<file path="src/rtl/comm_master_nb.sv">
// UART command master: sends a CMD_BYTES command MSB byte first, then assembles a RESP_BYTES response.
// Optional response timeout enabled by defining COMM_TIMEOUT_EN.
module comm_master_nb #(
  parameter int unsigned CMD_BYTES      = 2,
  parameter int unsigned RESP_BYTES     = 1,
  parameter int unsigned TIMEOUT_CYCLES = 1000000,
  parameter int unsigned BAUD_DIV       = 16
) (
  input  logic                    clk,
  input  logic                    rst_n,
  input  logic                    snd_cmd,
  input  logic [8*CMD_BYTES-1:0]  cmd,
  input  logic                    RX,
  output logic                    TX,
  output logic                    cmd_cmplt,
  output logic [8*RESP_BYTES-1:0] resp,
  output logic                    resp_cmplt,
  output logic                    busy,
  output logic                    timeout
);

  localparam int unsigned CMD_W  = 8 * CMD_BYTES;
  localparam int unsigned RESP_W = 8 * RESP_BYTES;
  localparam int unsigned MAX_B  = (CMD_BYTES > RESP_BYTES) ? CMD_BYTES : RESP_BYTES;
  localparam int unsigned CNT_W  = $clog2(MAX_B) + 1;
  localparam int unsigned BAUD_W = $clog2(2 * BAUD_DIV);
`ifdef COMM_TIMEOUT_EN
  localparam int unsigned TMO_W  = $clog2(TIMEOUT_CYCLES + 1);
`endif

  typedef enum logic [2:0] {IDLE, TX_LOAD, TX_WAIT, RX_WAIT, RX_CAP} state_e;

  state_e              state_q, state_d;
  logic [CMD_W-1:0]    shift_q, shift_d;
  logic [RESP_W-1:0]   asm_q, asm_d, resp_q, resp_d;
  logic [CNT_W-1:0]    tx_cnt_q, tx_cnt_d, rx_cnt_q, rx_cnt_d;
  logic                cmd_cmplt_q, cmd_cmplt_d, resp_cmplt_q, resp_cmplt_d;
  logic                busy_q, busy_d, timeout_q, timeout_d;
  logic                trmt, clr_rdy;
`ifdef COMM_TIMEOUT_EN
  logic [TMO_W-1:0]    tmo_q, tmo_d;
`endif

  // uart transmitter: frame shifter idles at all-ones so bit 0 is the line level
  logic [9:0]          txs_q, txs_d;
  logic [BAUD_W-1:0]   txb_q, txb_d;
  logic [3:0]          txn_q, txn_d;
  logic                tx_done_q, tx_done_d;

  always_comb begin
    txs_d     = txs_q;
    txb_d     = txb_q;
    txn_d     = txn_q;
    tx_done_d = 1'b0;
    if (trmt) begin
      txs_d = {1'b1, shift_q[CMD_W-1 -: 8], 1'b0};
      txb_d = '0;
      txn_d = 4'd10;
    end else if (txn_q != 4'd0) begin
      if (txb_q == BAUD_W'(BAUD_DIV - 1)) begin
        txb_d     = '0;
        txs_d     = {1'b1, txs_q[9:1]};
        txn_d     = txn_q - 4'd1;
        tx_done_d = (txn_q == 4'd1);
      end else begin
        txb_d = txb_q + BAUD_W'(1);
      end
    end
  end

  // uart receiver: samples mid-bit, rdy set at the stop-bit sample
  logic                rxs1_q, rxs2_q, rx_act_q, rx_act_d, rdy_q, rdy_d;
  logic [BAUD_W-1:0]   rxb_q, rxb_d;
  logic [3:0]          rxn_q, rxn_d;
  logic [7:0]          rxd_q, rxd_d;

  always_comb begin
    rx_act_d = rx_act_q;
    rxb_d    = rxb_q;
    rxn_d    = rxn_q;
    rxd_d    = rxd_q;
    rdy_d    = rdy_q & ~clr_rdy;
    if (!rx_act_q) begin
      if (!rxs2_q) begin
        rx_act_d = 1'b1;
        rxb_d    = BAUD_W'(BAUD_DIV + BAUD_DIV / 2 - 1);
        rxn_d    = 4'd0;
      end
    end else if (rxb_q != '0) begin
      rxb_d = rxb_q - BAUD_W'(1);
    end else begin
      rxb_d = BAUD_W'(BAUD_DIV - 1);
      rxn_d = rxn_q + 4'd1;
      if (rxn_q == 4'd8) begin
        rx_act_d = 1'b0;
        rdy_d    = 1'b1;
      end else begin
        rxd_d = {rxs2_q, rxd_q[7:1]};
      end
    end
  end

  // command/response sequencing
  always_comb begin
    state_d      = state_q;
    shift_d      = shift_q;
    asm_d        = asm_q;
    resp_d       = resp_q;
    tx_cnt_d     = tx_cnt_q;
    rx_cnt_d     = rx_cnt_q;
    cmd_cmplt_d  = 1'b0;
    resp_cmplt_d = 1'b0;
    timeout_d    = 1'b0;
    trmt         = 1'b0;
    clr_rdy      = 1'b0;
`ifdef COMM_TIMEOUT_EN
    tmo_d        = tmo_q;
`endif
    case (state_q)
      IDLE: begin
        clr_rdy = rdy_q;
        if (snd_cmd) begin
          shift_d  = cmd;
          tx_cnt_d = '0;
          state_d  = TX_LOAD;
        end
      end
      TX_LOAD: begin
        clr_rdy = rdy_q;
        trmt    = 1'b1;
        state_d = TX_WAIT;
      end
      TX_WAIT: begin
        clr_rdy = rdy_q;
        if (tx_done_q) begin
          shift_d  = shift_q << 8;
          tx_cnt_d = tx_cnt_q + CNT_W'(1);
          if (tx_cnt_q == CNT_W'(CMD_BYTES - 1)) begin
            cmd_cmplt_d = 1'b1;
            rx_cnt_d    = '0;
            state_d     = RX_WAIT;
`ifdef COMM_TIMEOUT_EN
            tmo_d       = '0;
`endif
          end else begin
            state_d = TX_LOAD;
          end
        end
      end
      RX_WAIT: begin
        if (rdy_q) begin
          state_d = RX_CAP;
`ifdef COMM_TIMEOUT_EN
        end else if (tmo_q == TMO_W'(TIMEOUT_CYCLES - 1)) begin
          timeout_d = 1'b1;
          state_d   = IDLE;
        end else begin
          tmo_d = tmo_q + TMO_W'(1);
`endif
        end
      end
      RX_CAP: begin
        clr_rdy  = 1'b1;
        asm_d    = RESP_W'({asm_q, rxd_q});
        rx_cnt_d = rx_cnt_q + CNT_W'(1);
`ifdef COMM_TIMEOUT_EN
        tmo_d    = '0;
`endif
        if (rx_cnt_q == CNT_W'(RESP_BYTES - 1)) begin
          resp_d       = asm_d;
          resp_cmplt_d = 1'b1;
          state_d      = IDLE;
        end else begin
          state_d = RX_WAIT;
        end
      end
      default: state_d = IDLE;
    endcase
    busy_d = (state_d != IDLE);
  end

  always_ff @(posedge clk or negedge rst_n) begin
    if (!rst_n) begin
      state_q      <= IDLE;
      shift_q      <= '0;
      asm_q        <= '0;
      resp_q       <= '0;
      tx_cnt_q     <= '0;
      rx_cnt_q     <= '0;
      cmd_cmplt_q  <= 1'b0;
      resp_cmplt_q <= 1'b0;
      busy_q       <= 1'b0;
      timeout_q    <= 1'b0;
      txs_q        <= '1;
      txb_q        <= '0;
      txn_q        <= '0;
      tx_done_q    <= 1'b0;
      rxs1_q       <= 1'b1;
      rxs2_q       <= 1'b1;
      rx_act_q     <= 1'b0;
      rxb_q        <= '0;
      rxn_q        <= '0;
      rxd_q        <= '0;
      rdy_q        <= 1'b0;
`ifdef COMM_TIMEOUT_EN
      tmo_q        <= '0;
`endif
    end else begin
      state_q      <= state_d;
      shift_q      <= shift_d;
      asm_q        <= asm_d;
      resp_q       <= resp_d;
      tx_cnt_q     <= tx_cnt_d;
      rx_cnt_q     <= rx_cnt_d;
      cmd_cmplt_q  <= cmd_cmplt_d;
      resp_cmplt_q <= resp_cmplt_d;
      busy_q       <= busy_d;
      timeout_q    <= timeout_d;
      txs_q        <= txs_d;
      txb_q        <= txb_d;
      txn_q        <= txn_d;
      tx_done_q    <= tx_done_d;
      rxs1_q       <= RX;
      rxs2_q       <= rxs1_q;
      rx_act_q     <= rx_act_d;
      rxb_q        <= rxb_d;
      rxn_q        <= rxn_d;
      rxd_q        <= rxd_d;
      rdy_q        <= rdy_d;
`ifdef COMM_TIMEOUT_EN
      tmo_q        <= tmo_d;
`endif
    end
  end

  assign TX         = txs_q[0];
  assign cmd_cmplt  = cmd_cmplt_q;
  assign resp       = resp_q;
  assign resp_cmplt = resp_cmplt_q;
  assign busy       = busy_q;
  assign timeout    = timeout_q;

endmodule
</file>
<file path="config.mk">
export PLATFORM = sky130hd
export DESIGN_NAME = comm_master_nb
export DESIGN_NICKNAME = d
export VERILOG_FILES = /design/src/rtl/comm_master_nb.sv
export SDC_FILE = /design/constraint.sdc
export NUM_CORES = 1
export LEC_CHECK = 0
export ABC_AREA = 1
export BUFFER_PORTS_ARGS = -buffer_cell sky130_fd_sc_hd__buf_2
export CAP_MARGIN = 20
export CELL_PAD_IN_SITES_DETAIL_PLACEMENT = 1
export CELL_PAD_IN_SITES_GLOBAL_PLACEMENT = 1
export CORE_MARGIN = 3
export CORE_UTILIZATION = 35
export DETAILED_ROUTE_END_ITERATION = 8
export PLACE_DENSITY_LB_ADDON = 0.1
export SLEW_MARGIN = 20
export SYNTH_ARGS = -nofsm -noshare
export SYNTH_HDL_FRONTEND = slang
export SYNTH_SLANG_ARGS = --single-unit
</file>
<file path="constraint.sdc">
create_clock -name clk -period 3.33 [get_ports clk]
set_clock_uncertainty 0.15 [all_clocks]
set_input_delay 0.333 -clock clk [delete_from_list [all_inputs] [get_ports clk]]
set_output_delay 0.333 -clock clk [all_outputs]
set_load 0.02 [all_outputs]
</file>
==> key figures <==
Status
  – Run status: complete, but fails checks
  – Violated checks: negative hold slack

Setup path
  – Req. time, crit path: 3.48 ns
  – Beginning of the critical path: state_q[1]
  – WP data arrival: 2.15 ns
  – Launching element type of the critical path: register
  – Register-to-register setup slack: 1.33 ns
  – Cell breakdown of the critical path: inv_1 > nand3_2 > nand2_1 > nand2_2 > inv_2 > nand2_1 > nand2_1
  – Critical R2R Capture: txs_q[1]
  – Start-to-end type of the worst setup path: reg2reg
  – Startpoint of the lowest-slack register-to-register path: state_q[1]
  – Cell with the largest stage delay on the worst path: sky130_fd_sc_hd__dfrtp_1
  – Critical path capture point type: register
  – Timing endpoint of the critical path: txs_q[1]
  – Most frequent cell on the critical path: sky130_fd_sc_hd__nand2_1
  – Peak per-stage delay on the critical path: 0.44 ns
  – R2R cell count: 7
  – Highest fanout seen on the critical path: 23

Place
  – Placed cell area: 3676 µm²
  – # port buffers: 31
  – HPWL after DPL: 4.764 mm
  – Final RePlAce weighted congestion: 0.7022

Floorplan
  – I/O pin total: 33
  – Core Area: 9415 µm²
  – Std cell rows: 35
  – Effective utilization at floorplan: 36.57%
  – Height of the die: 105.2 µm
  – Total Die Area: 11060 µm²
  – Die width: 105.2 µm

CTS
  – Number of clock sinks: 74
  – Clock-pin slew on the worst setup and hold paths: 0.08 ns
  – Source-to-sink clock delay at the later pin of the worst-skew pair: 0.35 ns
  – Root buffer cell: sky130_fd_sc_hd__clkbuf_8
  – CTS HTree Levels: 3
  – Cells resized by post-CTS repair: 0
  – CTS tree: done
  – Total clock buffers created by CTS: 9
  – Buffers from clock root to sink, at most: 2

Global routing
  – Number of antenna violations at the first check in global routing: 0
  – Wire length of the first global-routing pass: 12.58 mm
  – Via count of the first global-routing pass: 2761
  – Total routing usage reported by global routing: 14.01%
  – Maximum number of pins on one net before global-route repair: 75
  – Sum of overflow across all layers after global routing: 0

Flow run
  – Maximum capacitance violations: 0

Layout
  – Count of fill cells added during filler insertion: 1151
  – Syn-to-layout area delta: 13.63%
  – Proportion of layout cells with a drive suffix above 1: 16.93%
  – Post-route cell area: 3913 µm²
  – Share of the core filled with cells: 41.55%
  – Commonest cells after routing, fill and taps aside: sky130_fd_sc_hd__nand2_1 (124), sky130_fd_sc_hd__dfrtp_1 (63), sky130_fd_sc_hd__inv_1 (58), sky130_fd_sc_hd__o21ai_0 (42), sky130_fd_sc_hd__buf_2 (30)
  – Most common library cell in the layout ignoring fill and taps: sky130_fd_sc_hd__nand2_1
  – Antenna cells: 0
  – Final-stage net count: 466

STA
  – Max frequency: 498.9 MHz
  – Number of slew-limit violations in the final report: 0
  – Worst hold slack: -0.05363 ns
  – Slew Limit Headroom: 36.31%
  – Setup violation total in the final timing report: 0
  – Share of the clock period used by the worst path: 60.19%
  – Sum Neg Setup Slack: 0 ns
  – Min cycle time layout: 2.004 ns
  – Hold violation count in the final report: 32
  – Slew @ Worst Pin: 0.9553 ns
  – RSZ-0062 raised after global routing: no

Synthesis
  – Dominant combinational cell family by area after synthesis: simple AND/OR/NAND/NOR gates
  – Syn_nets: 433
  – Compound-gate portion of the synthesized area: 9.448%
  – Number of warnings reported in the yosys synthesis log: 0
  – Synthesized-area fraction occupied by adder cells: 2.907%
  – Post-Synthesis Mean Instance Area: 8.502 µm²
  – Seq/Total Area, Yosys: 54.18%
  – FF+latch count, synth: 74
  – Instance count of the mapped netlist: 405
  – Mux share of post-synthesis cell area: 0%
  – Xor-xnor portion of the synthesized cell area: 0.2544%
  – Synthesized area: 3443 µm²
  – Simple-gate portion of the synthesized area: 23.62%
  – Number of unique standard cell types used by synthesis: 27

Routing
  – Total wire length after detailed routing: 6.986 mm
  – Post-DRT Antenna Nets: 0
  – Number of iterations in the first detailed-routing pass: 4
  – Wire per inst: 12.21 µm
  – Post-route DRC violation count: 0
  – Via count of the routed design: 2594
  – Starting DRC count in detailed routing: 61
  – Vias per cell: 4.535

Power and ir drop
  – Leakage power: 2.057 nW
  – Worst vdd rail ir drop: 0.1744 mV
  – Power per Cell Area: 444.4 nW/µm²

Worst hold path
  – Type of the tightest min-delay check: in2async
[cell usage after synthesis]
library cell / n / share of area (%)
sky130_fd_sc_hd__xnor2_1: 1 / 0.25
sky130_fd_sc_hd__buf_6: 5 / 1.6
sky130_fd_sc_hd__inv_1: 58 / 6.3
sky130_fd_sc_hd__dfstp_2: 11 / 8.4
sky130_fd_sc_hd__a22oi_1: 1 / 0.22
sky130_fd_sc_hd__nand3_4: 1 / 0.51
sky130_fd_sc_hd__nand2_1: 124 / 14
sky130_fd_sc_hd__nand3_2: 2 / 0.58
sky130_fd_sc_hd__nor2_4: 2 / 0.65
sky130_fd_sc_hd__buf_2: 3 / 0.44
sky130_fd_sc_hd__conb_1: 1 / 0.11
sky130_fd_sc_hd__nand3_1: 22 / 3.2
sky130_fd_sc_hd__o21ai_2: 2 / 0.51
sky130_fd_sc_hd__o21ai_1: 14 / 2.0
sky130_fd_sc_hd__nand3b_1: 1 / 0.22
sky130_fd_sc_hd__buf_4: 2 / 0.44
sky130_fd_sc_hd__a21oi_1: 4 / 0.58
sky130_fd_sc_hd__dfrtp_1: 63 / 46
sky130_fd_sc_hd__nor2_1: 19 / 2.1
sky130_fd_sc_hd__nand2_4: 1 / 0.33
sky130_fd_sc_hd__nor2_8: 1 / 0.58
sky130_fd_sc_hd__inv_2: 6 / 0.65
sky130_fd_sc_hd__nor3_1: 1 / 0.15
sky130_fd_sc_hd__nand2_2: 2 / 0.36
sky130_fd_sc_hd__ha_1: 8 / 2.9
sky130_fd_sc_hd__nand4_1: 8 / 1.5
sky130_fd_sc_hd__o21ai_0: 42 / 6.1
[power breakdown]
part | switching [W] | internal, W
registers | 0.00000109 | 0.000902
clock network | 0.000359 | 0.000444
logic | 0.0000232 | 0.00000975
[worst min path at each step]
stage	end
after floorplan	busy
after global placement	rxs2_q
after detailed placement	rxs2_q
after CTS	txn_q[2]
after global routing	shift_q[6]
final	txn_q[3]
[sequential cells by signal (all words and copies together), names as in the netlist, 2 cells and up]
| register | count |
|---|---|
| rxn_q | 4 |
| rx_cnt_q | 2 |
| shift_q | 16 |
| txs_q | 9 |
| rxd_q | 8 |
| txb_q | 5 |
| rxb_q | 5 |
| resp | 8 |
| state_q | 3 |
| txn_q | 4 |
| tx_cnt_q | 2 |
[worst max-delay path: cells and delay by family (launching register included)]
family | cells | cell delay, ns
simple gates | 5 | 1.01
buf+inv | 2 | 0.35
flops | 1 | 0.44
[layer usage]
layer	global-route usage (%)	up-vias	routed length (µm)
li1	-	1327	-
met1	18.44	1222	3505
met2	22.31	33	3117
met3	3.335	12	228
met4	5.342	0	135
met5	0	-	0
[area by class of cell]
type	instances	area (µm²)	share of cell area, %
clock inverter	6	88.84	2.271
sequential	74	1866	47.68
multi-input combinational	257	1251	31.98
tap	129	161.4	4.125
inverter	64	240.2	6.140
clock buffer	10	137.6	3.518
timing repair buffer	32	167.7	4.285
[through the flow]
stage | instances | setup slack (ns) | power (W)
floorplan | 405 | 1.796 | 0.0009249
global placement | 555 | 1.371 | 0.0009547
detailed placement | 555 | 1.319 | 0.0009547
CTS | 572 | 1.282 | 0.001768
global route | 572 | 1.065 | 0.001813
finish | 572 | 1.326 | 0.001739
[what timing repair did]
action,4_1_cts,5_1_grt
buffers inserted,0,0
hold buffers,1,0
endpoints found under the hold margin,1,0
[cells by family after synthesis]
group / after synthesis
compound gates: 63
other cells: 1
simple gates: 184
xor+xnor: 1
fa+ha+maj: 8
buf+inv: 74
flops: 74
(Power assumes the default switching activity.)
